--- src/rtl/ncl_stage_sequencer_pkg.sv ---
// ncl_seq_pkg: shared types and helpers for the NCL stage sequencer.
//   state_e        sequencer FSM states
//   rail_complete  one dual-rail pair carries DATA (exactly one rail high)
//   rail_illegal   one dual-rail pair has both rails high
//   rr_pick        round-robin winner search starting at a pointer
package ncl_seq_pkg;

  localparam int unsigned MAX_REQ = 4;

  typedef enum logic [2:0] {
    RST_HOLD,
    IDLE,
    DATA,
    NULL,
    RESP,
    RECOVER
  } state_e;

  typedef struct packed {
    logic       found;
    logic [1:0] idx;
  } pick_t;

  function automatic logic rail_complete(input logic y1, input logic y0);
    return y1 ^ y0;
  endfunction

  function automatic logic rail_illegal(input logic y1, input logic y0);
    return y1 & y0;
  endfunction

  // First asserted request at or after ptr, wrapping modulo nreq.
  function automatic pick_t rr_pick(input logic [MAX_REQ-1:0] valid,
                                    input logic [1:0]         ptr,
                                    input int unsigned        nreq);
    pick_t       p;
    int unsigned idx;
    logic [1:0]  idx2;
    p = '0;
    for (int unsigned k = 0; k < MAX_REQ; k++) begin
      idx  = (int'(ptr) + k) % nreq;
      idx2 = idx[1:0];
      if (k < nreq && !p.found && valid[idx2]) begin
        p.found = 1'b1;
        p.idx   = idx2;
      end
    end
    return p;
  endfunction

endpackage

--- src/rtl/ncl_stage_sequencer_sync2.sv ---
// ncl_sync2: two-flop synchronizer for signals arriving from the NCL stage.
//   clk, rst : sole clock, synchronous active-high reset (clears to 0)
//   d_i      : asynchronous input bus
//   q_o      : synchronized output bus
module ncl_sync2 #(
  parameter int unsigned W = 1
) (
  input  logic         clk,
  input  logic         rst,
  input  logic [W-1:0] d_i,
  output logic [W-1:0] q_o
);

  logic [W-1:0] meta_q;
  logic [W-1:0] sync_q;

  always_ff @(posedge clk) begin
    if (rst) begin
      meta_q <= '0;
      sync_q <= '0;
    end else begin
      meta_q <= d_i;
      sync_q <= meta_q;
    end
  end

  assign q_o = sync_q;

endmodule

--- src/rtl/ncl_stage_sequencer.sv ---
// ncl_stage_sequencer: shares one NCL threshold-gate stage among NREQ
// synchronous requesters. Grants round-robin, drives the operand as a DATA
// wavefront, waits for completion, returns the stage to NULL and presents
// the single-rail result.
//   req_valid/req_data/req_ready        requester side (one-hot grant pulse)
//   stage_d1/stage_d0/stage_rsb         dual-rail operand and gate reset
//   stage_ko/stage_y1/stage_y0          asynchronous completion and result
//   rsp_valid/rsp_ready/rsp_data/rsp_id/rsp_err   response side
//   busy                                high in every state except IDLE
module ncl_stage_sequencer
  import ncl_seq_pkg::*;
#(
  parameter int unsigned NREQ    = 2,
  parameter int unsigned WIDTH   = 3,
  parameter int unsigned RWIDTH  = 1,
  parameter int unsigned TIMEOUT = 31,
  parameter int unsigned RST_CYC = 4
) (
  input  logic                    clk,
  input  logic                    rst,
  input  logic [NREQ-1:0]         req_valid,
  input  logic [NREQ*WIDTH-1:0]   req_data,
  output logic [NREQ-1:0]         req_ready,
  output logic [WIDTH-1:0]        stage_d1,
  output logic [WIDTH-1:0]        stage_d0,
  output logic                    stage_rsb,
  input  logic                    stage_ko,
  input  logic [RWIDTH-1:0]       stage_y1,
  input  logic [RWIDTH-1:0]       stage_y0,
  output logic                    rsp_valid,
  input  logic                    rsp_ready,
  output logic [RWIDTH-1:0]       rsp_data,
  output logic [$clog2(NREQ)-1:0] rsp_id,
  output logic                    rsp_err,
  output logic                    busy
);

  localparam int unsigned IDW = $clog2(NREQ);
  localparam int unsigned SW  = 2 * RWIDTH + 1;

  state_e            state_q, state_d;
  logic [4:0]        cnt_q, cnt_d;
  logic [IDW-1:0]    ptr_q, ptr_d;
  logic [WIDTH-1:0]  op_q, op_d;
  logic [IDW-1:0]    id_d;
  logic [RWIDTH-1:0] data_d;
  logic              err_d;
  logic [NREQ-1:0]   gnt_d;

  logic [SW-1:0]     sync_out;
  logic              ko_s;
  logic [RWIDTH-1:0] y1_s, y0_s;
  logic              all_cmp, any_ill, all_null;

  pick_t             pick;
  logic [IDW-1:0]    win;
  logic [NREQ-1:0]   gnt_v;
  logic [WIDTH-1:0]  op_sel;

  ncl_sync2 #(.W(SW)) u_sync (
    .clk (clk),
    .rst (rst),
    .d_i ({stage_ko, stage_y1, stage_y0}),
    .q_o (sync_out)
  );

  assign ko_s     = sync_out[SW-1];
  assign y1_s     = sync_out[2*RWIDTH-1:RWIDTH];
  assign y0_s     = sync_out[RWIDTH-1:0];
  assign all_null = ~|{y1_s, y0_s};

  always_comb begin
    all_cmp = 1'b1;
    any_ill = 1'b0;
    for (int unsigned i = 0; i < RWIDTH; i++) begin
      all_cmp &= rail_complete(y1_s[i], y0_s[i]);
      any_ill |= rail_illegal(y1_s[i], y0_s[i]);
    end
  end

  always_comb begin
    pick   = rr_pick(MAX_REQ'(req_valid), 2'(ptr_q), NREQ);
    win    = IDW'(pick.idx);
    gnt_v  = '0;
    op_sel = '0;
    for (int unsigned i = 0; i < NREQ; i++) begin
      if (IDW'(i) == win) begin
        gnt_v[i] = 1'b1;
        op_sel   = req_data[i*WIDTH +: WIDTH];
      end
    end
  end

  always_comb begin
    state_d = state_q;
    cnt_d   = '0;
    ptr_d   = ptr_q;
    op_d    = op_q;
    id_d    = rsp_id;
    data_d  = rsp_data;
    err_d   = rsp_err;
    gnt_d   = '0;
    case (state_q)
      RST_HOLD: begin
        if (cnt_q == 5'(RST_CYC - 1)) state_d = IDLE;
        else                          cnt_d   = cnt_q + 5'd1;
      end
      IDLE: begin
        if (pick.found) begin
          state_d = DATA;
          gnt_d   = gnt_v;
          op_d    = op_sel;
          id_d    = win;
          ptr_d   = (win == IDW'(NREQ - 1)) ? '0 : win + IDW'(1);
          data_d  = '0;
          err_d   = 1'b0;
        end
      end
      DATA: begin
        if (any_ill) begin
          state_d = RECOVER;
          err_d   = 1'b1;
          data_d  = '0;
        end else if (!ko_s && all_cmp) begin
          state_d = NULL;
          data_d  = y1_s;
        end else if (cnt_q == 5'(TIMEOUT - 1)) begin
          state_d = RECOVER;
          err_d   = 1'b1;
          data_d  = '0;
        end else begin
          cnt_d = cnt_q + 5'd1;
        end
      end
      NULL: begin
        if (ko_s && all_null) begin
          state_d = RESP;
        end else if (cnt_q == 5'(TIMEOUT - 1)) begin
          state_d = RECOVER;
          err_d   = 1'b1;
          data_d  = '0;
        end else begin
          cnt_d = cnt_q + 5'd1;
        end
      end
      RESP: begin
        if (rsp_valid && rsp_ready) state_d = IDLE;
      end
      RECOVER: begin
        if (cnt_q == 5'(RST_CYC - 1)) state_d = RESP;
        else                          cnt_d   = cnt_q + 5'd1;
      end
      default: state_d = RST_HOLD;
    endcase
  end

  // Outputs are registered from the next state so rails, grant and
  // gate reset change in the same cycle the FSM enters its new state.
  always_ff @(posedge clk) begin
    if (rst) begin
      state_q   <= RST_HOLD;
      cnt_q     <= '0;
      ptr_q     <= '0;
      op_q      <= '0;
      req_ready <= '0;
      stage_d1  <= '0;
      stage_d0  <= '0;
      stage_rsb <= 1'b0;
      rsp_valid <= 1'b0;
      rsp_data  <= '0;
      rsp_id    <= '0;
      rsp_err   <= 1'b0;
      busy      <= 1'b1;
    end else begin
      state_q   <= state_d;
      cnt_q     <= cnt_d;
      ptr_q     <= ptr_d;
      op_q      <= op_d;
      req_ready <= gnt_d;
      stage_d1  <= (state_d == DATA) ? op_d  : '0;
      stage_d0  <= (state_d == DATA) ? ~op_d : '0;
      stage_rsb <= !((state_d == RST_HOLD) || (state_d == RECOVER));
      rsp_valid <= (state_d == RESP);
      rsp_data  <= data_d;
      rsp_id    <= id_d;
      rsp_err   <= err_d;
      busy      <= (state_d != IDLE);
    end
  end

endmodule
--- config.mk ---
export PLATFORM = sky130hd
export DESIGN_NAME = ncl_stage_sequencer
export DESIGN_NICKNAME = d
export VERILOG_FILES = /design/src/rtl/ncl_stage_sequencer_pkg.sv /design/src/rtl/ncl_stage_sequencer_sync2.sv /design/src/rtl/ncl_stage_sequencer.sv
export SDC_FILE = /design/constraint.sdc
export NUM_CORES = 1
export LEC_CHECK = 0
export ABC_AREA = 1
export BUFFER_PORTS_ARGS = -buffer_cell sky130_fd_sc_hd__buf_2
export CAP_MARGIN = 20
export CORE_MARGIN = 2
export CORE_UTILIZATION = 57
export DETAILED_ROUTE_END_ITERATION = 7
export PLACE_DENSITY = 0.94
export SLEW_MARGIN = 20
export SYNTH_ARGS = -nofsm -noshare
export SYNTH_HDL_FRONTEND = slang
export SYNTH_SLANG_ARGS = --single-unit
--- constraint.sdc ---
create_clock -name clk -period 3.3 [get_ports clk]
set_input_delay 0.66 -clock clk [delete_from_list [all_inputs] [get_ports clk]]
set_output_delay 0.66 -clock clk [all_outputs]
set_load 0.02 [all_outputs]
Word level (Yosys, flattened, before mapping)
Index checks and enable logic that the tools add are counted.
{"block": "totals", "register_bits": 32, "in_bits": 14, "out_inout_bits": 14, "word_cells": 97}
{"block": "classes", "addsub": 3, "n_lt_le_gt_ge": 2, "n_eq_ne": 14, "muxes": 38, "n_bitwise": 6, "n_reduce_logical": 19}
{"cell": "3-bit two-way mux", "count": 13}
{"cell": "5-bit two-way mux", "count": 5}
{"cell": "3-bit case mux with 6 select lines", "count": 1}
{"cell": "1-bit two-way mux", "count": 16}
{"cell": "5-bit case mux with 3 select lines", "count": 1}
{"cell": "3-bit == test, second input constant", "count": 4}
{"cell": "3-bit by 2-bit == test with 1-bit output, second input constant", "count": 3}
{"cell": "3-bit zero test", "count": 2}
{"cell": "1-bit by 3-bit less-than comparator with 1-bit output, second input constant", "count": 2}
{"cell": "1-bit case mux with 3 select lines", "count": 2}
{"cell": "2-bit OR reduction", "count": 3}
{"cell": "5-bit by 1-bit adder with 5-bit output, second input constant", "count": 1}
{"cell": "5-bit by 2-bit == test with 1-bit output, second input constant", "count": 1}
{"cell": "5-bit == test, second input constant", "count": 1}
{"cell": "1-bit logical AND", "count": 4}
{"cell": "1-bit zero test", "count": 4}
{"cell": "2-bit != test, second input constant", "count": 2}
{"cell": "4-bit AND reduction", "count": 1}
{"cell": "3-bit by 1-bit == test with 1-bit output, second input constant", "count": 1}
{"cell": "3-bit by 1-bit != test with 1-bit output, second input constant", "count": 1}
{"cell": "3-bit != test, second input constant", "count": 1}
{"cell": "1-bit inverter", "count": 3}
{"cell": "3-bit inverter", "count": 1}
{"cell": "3-bit AND reduction", "count": 1}
{"cell": "other kinds (7)", "count": 8}

Longest topological paths before layout
{"block": "logic_depth", "ltp_word": 11, "depth_mapped": 12, "mapped_depth_nobuf": 12}

Cells and area by module
From an unflattened synthesis, not the netlist that was laid out.
{"block": "hier_totals", "hier_cells": 217, "hier_area_um2": 1483.9}
{"module": "ncl_stage_sequencer", "n_inst": 1, "cells_per_inst": 199, "area_per_inst_um2": 1318.8}
{"module": "ncl_sync2", "n_inst": 1, "cells_per_inst": 18, "area_per_inst_um2": 165.2}

Worst setup path after synthesis
Ideal clock, no wire load.
{"block": "synth_path", "path_type": "in2reg", "start": "in req_valid[0]", "end": "reg stage_d1[0]", "setup_time_ps": 121, "t_arrival_ps": 1337, "required_time_ps": 3179, "path_slack_ps": 1842, "path_stages": 8, "path_buffers": 0, "cell_sequence": "nor2_1 -> inv_1 -> nor2_2 -> inv_1 -> nand3_1 -> nor2_4 -> nand3_2 -> nor2_1"}
{"block": "synth_via", "elab_chain_len": 11, "elab_cells_between_ends": 16}
{"item": "start: declaration", "line": "ncl_stage_sequencer.sv:21", "text": "input logic [NREQ-1:0] req_valid,"}
{"item": "1-bit two-way mux (implied by the code) (2 in a row)", "line": "ncl_stage_sequencer_pkg.sv:43", "text": "if (k < nreq && !p.found && valid[idx2]) begin"}
{"item": "3-bit two-way mux", "line": "ncl_stage_sequencer_pkg.sv:43"}
{"item": "1-bit zero test", "line": "ncl_stage_sequencer_pkg.sv:43"}
{"item": "1-bit logical AND", "line": "ncl_stage_sequencer_pkg.sv:43"}
{"item": "3-bit two-way mux (*)", "line": "ncl_stage_sequencer_pkg.sv:43"}
{"item": "3-bit two-way mux", "line": "ncl_stage_sequencer.sv:109", "text": "if (pick.found) begin"}
{"item": "3-bit case mux with 6 select lines", "line": "ncl_stage_sequencer.sv:103", "text": "case (state_q)"}
{"item": "3-bit by 2-bit == test with 1-bit output", "line": "ncl_stage_sequencer.sv:180", "text": "stage_d1 <= (state_d == DATA) ? op_d : '0;"}
{"item": "1-bit inverter (no line)"}
{"item": "2-bit OR reduction (no line)"}
{"item": "end signal: assignment", "line": "ncl_stage_sequencer.sv:180"}
{"item": "end: declaration", "line": "ncl_stage_sequencer.sv:24", "text": "output logic [WIDTH-1:0] stage_d1,"}
Every way passes the cells marked *; elsewhere a longest branch is shown, timed or not. The select of a mux whose other input is x is not followed.
A chain may end at the register's enable or synchronous reset.

Worst setup path in the final report
{"block": "layout_path", "start": "reg cnt_q[0]", "end": "reg stage_d0[2]"}
{"block": "layout_via", "elab_chain_len": 8, "elab_cells_between_ends": 12}
{"item": "start: declaration", "line": "ncl_stage_sequencer.sv:42", "text": "logic [4:0] cnt_q, cnt_d;"}
{"item": "start signal: assignment", "line": "ncl_stage_sequencer.sv:176", "text": "cnt_q <= cnt_d;"}
{"item": "5-bit == test", "line": "ncl_stage_sequencer.sv:127, ncl_stage_sequencer.sv:138"}
{"item": "3-bit two-way mux", "line": "ncl_stage_sequencer.sv:127, ncl_stage_sequencer.sv:138"}
{"item": "3-bit two-way mux", "line": "ncl_stage_sequencer.sv:124", "text": "end else if (!ko_s && all_cmp) begin"}
{"item": "3-bit two-way mux", "line": "ncl_stage_sequencer.sv:120", "text": "if (any_ill) begin"}
{"item": "3-bit case mux with 6 select lines (*)", "line": "ncl_stage_sequencer.sv:103"}
{"item": "3-bit by 2-bit == test with 1-bit output (*)", "line": "ncl_stage_sequencer.sv:181", "text": "stage_d0 <= (state_d == DATA) ? ~op_d : '0;"}
{"item": "1-bit inverter (no line) (*)"}
{"item": "2-bit OR reduction (no line) (*)"}
{"item": "end signal: assignment", "line": "ncl_stage_sequencer.sv:181"}
{"item": "end: declaration", "line": "ncl_stage_sequencer.sv:25", "text": "output logic [WIDTH-1:0] stage_d0,"}
Every way passes the cells marked *; elsewhere a longest branch is shown, timed or not.

==> results.yml <==
status:
  status: "finished, final reports clean"
global_route:
  grt_pass1_vias: 1209
  grt_pass1_wl_mm: 4.98
  grt.total_usage: 0.246
  grt_max_degree: 19
  antenna_found_initial: 0
  overflow: 0
run:
  drv_cap: 0
placement:
  hpwl_mm: 2.34
  gp_congestion: 0.952
  portBuffers: 27
  post_dp_cell_area_mm2: 0.00160
critical_path:
  start_kind: "flop"
  path_cells: "inv_1 -> ha_1 -> nand2_1 -> inv_1 -> nand2_1 -> nand2_1 -> nand2_1 -> nand2_1 -> nor2_4 -> nand3_2 -> nor2_1"
  cp.required_ns: 3.55
  cp_common_cell: "nand2_1"
  cpPeakStageDelay_ns: 0.39
  path_class: "flop to flop"
  worstPathArrival_ns: 1.96
  critical_path.max_fanout: 6
  cp_slowest_cell: "dfxtp_1"
  end_kind: "flop"
pwr:
  ir_drop_v: 0.000411
  power_w: 0.000849
  p_leak_nw: 0.894
  power.density_mw_per_mm2: 511
synthesis:
  synth_seq_cells: 32
  synthArstFlopShare: 0
  syn-cell-area_mm2: 0.00144
  synth.avg_cell_area_um2: 7.03
  synth_top_area_share: 0.445
  ys_top_cells_by_count: "nand2_1, nor2_1, dfxtp_1, inv_1, nand3_1"
  syn-num-nets: 223
  ys.flop_type: "dfxtp_1"
  synth_cell_types: 24
  yosysTopAreaCell: "dfxtp_1"
  syn_inst: 205
  synth-edff-count: 0
  ys_seq_area_frac: 0.445
  ys_warn_count: 0
  yosysMostFrequentCell: "nand2_1"
  synthTopCellsByArea: "dfxtp_1, nand2_1, nor2_1"
cts:
  cts_resized: 0
  clkTransAtPathRegs_ns: 0.09
  post_cts_buffers: 0
  clock_path_buffers: 2
  cts.sink_count: 32
  cts_inserted_buffers: 5
  clkLatencyLatePin_ns: 0.31
  cts_hold_buf: 0
  cts-root-buf: "clkbuf_4"
  cts_max_level: 2
  tritoncts: "done"
floorplan:
  die-area_mm2: 0.00294
  io_pins: 28
  initial_utilization: 0.592
  die_w_um: 54.3
  rows: 18
  coreArea_mm2: 0.00243
  die_y_um: 54.3
hold_path:
  hold_path_class: "flop to flop"
timing:
  clock_skew_ns: 0.00945
  rsz0062_at_grt: "no"
  worst_pin_slew_ns: 0.404
  period_share: 0.516
  period_needed_ns: 1.70
  setup-tns-final_ns: 0
  relSlewSlack: 0.730
  setup_viol: 0
  drv_slew: 0
  hold_violations: 0
  fmax_mhz: 587
drt:
  detail_route.wirelength_mm: 3.02
  vias_per_cell: 4.98
  wire_per_inst_um: 11.4
  postRouteAntennaNets: 0
  vias: 1325
  drc: 0
  drt_iter0_drc: 61
  first_pass_iters: 4
layout:
  fillCellCount: 215
  design_area_mm2: 0.00166
  drive_gt1_frac: 0.203
  antenna_cells: 0
  nNetsFinal: 254
  area_growth_pct: 15.5
-- critical path, delay by kind of cell (launching register included) --
family                   cells  cell delay, ns
adder cells (fa/ha/maj)      1            0.22
buffers and inverters        2            0.12
flip-flops                   1            0.39
AND/OR/NAND/NOR              8            0.92
-- logic make-up (layout without fill, tap and decap cells) --
group                    count (synthesis)  after routing  share of synthesized area
XOR/XNOR                                 3              3                     0.0182
buffers and inverters                   33             64                     0.0886
adder cells (fa/ha/maj)                  4              4                     0.0348
AO/OA/AOI/OAI                           15             15                     0.0573
flip-flops                              32             32                      0.445
AND/OR/NAND/NOR                        118            118                      0.356
-- flip-flops by register name, indices dropped and copies added, names as in the netlist --
name           count
state_q            3
rsp_valid          1
req_ready          2
busy               1
u_sync.q_o         3
cnt_q              5
stage_rsb          1
op_q               3
stage_d0           3
rsp_id             1
ptr_q              1
rsp_err            1
rsp_data           1
stage_d1           3
u_sync.meta_q      3
-- routing by layer --
layer	GRT usage	routed length, um	part of all wire	up-vias
met5	0	0	0	-
met4	0.121	66	0.022	0
met3	0.0792	170	0.056	6
met2	0.424	1560	0.52	47
met1	0.270	1230	0.41	585
li1	-	-	-	687
-- power by group --
| part | internal [W] | leakage, nW | total [W] | switching, W |
|---|---|---|---|---|
| logic | 0.0000588 | 0.597 | 0.000171 | 0.000112 |
| registers | 0.000418 | 0.260 | 0.000441 | 0.0000234 |
| clock network | 0.000121 | 0.0374 | 0.000237 | 0.000116 |
| total | 0.000597 | 0.894 | 0.000849 | 0.000252 |
-- through the flow --
stage               utilization  worst slack, ns  hold WS, ns  std cells
floorplan                     -             1.84        0.388        205
global placement          0.657             1.60        0.392        259
detailed placement        0.657             1.56        0.392        259
CTS                       0.684             1.59        0.398        266
global route              0.684             1.42        0.412        266
finish                    0.684             1.60        0.397        266
-- final cells by class --
class | instances | area, um^2 | share of cell area
Inverter | 30 | 113 | 0.0677
Clock buffer | 7 | 65.1 | 0.0391
Timing Repair Buffer | 27 | 135 | 0.0813
Multi-Input combinational cell | 140 | 672 | 0.404
Tap cell | 30 | 37.5 | 0.0226
Sequential cell | 32 | 641 | 0.385
-- placed cells by master (no fill, tap or decap) --
cell type	instances
ha_1	4
nor3_1	1
nand3_2	4
nand2_2	1
buf_2	27
nor2_1	39
nand2_1	52
o21ai_0	3
inv_2	2
nand3_1	14
inv_1	28
nor2_2	5
o211ai_1	1
nor2_4	1
xor2_1	1
a21oi_1	6
dfxtp_1	32
xnor2_1	2
clkbuf_4	5
a21oi_2	1
nand3b_1	1
a31oi_1	1
clkbuf_8	2
o21ai_1	3
-- worst paths after layout --
kind	slack [ns]	cells past startpoint	to	from
max reg2reg	1.60	11	stage_d0[2]	cnt_q[0]
min reg2reg	0.40	2	u_sync.q_o[2]	u_sync.meta_q[2]
max	1.60	11	stage_d0[2]	cnt_q[0]
min	0.40	2	u_sync.q_o[2]	u_sync.meta_q[2]
No activity file was read; power rests on OpenSTA's default activity.
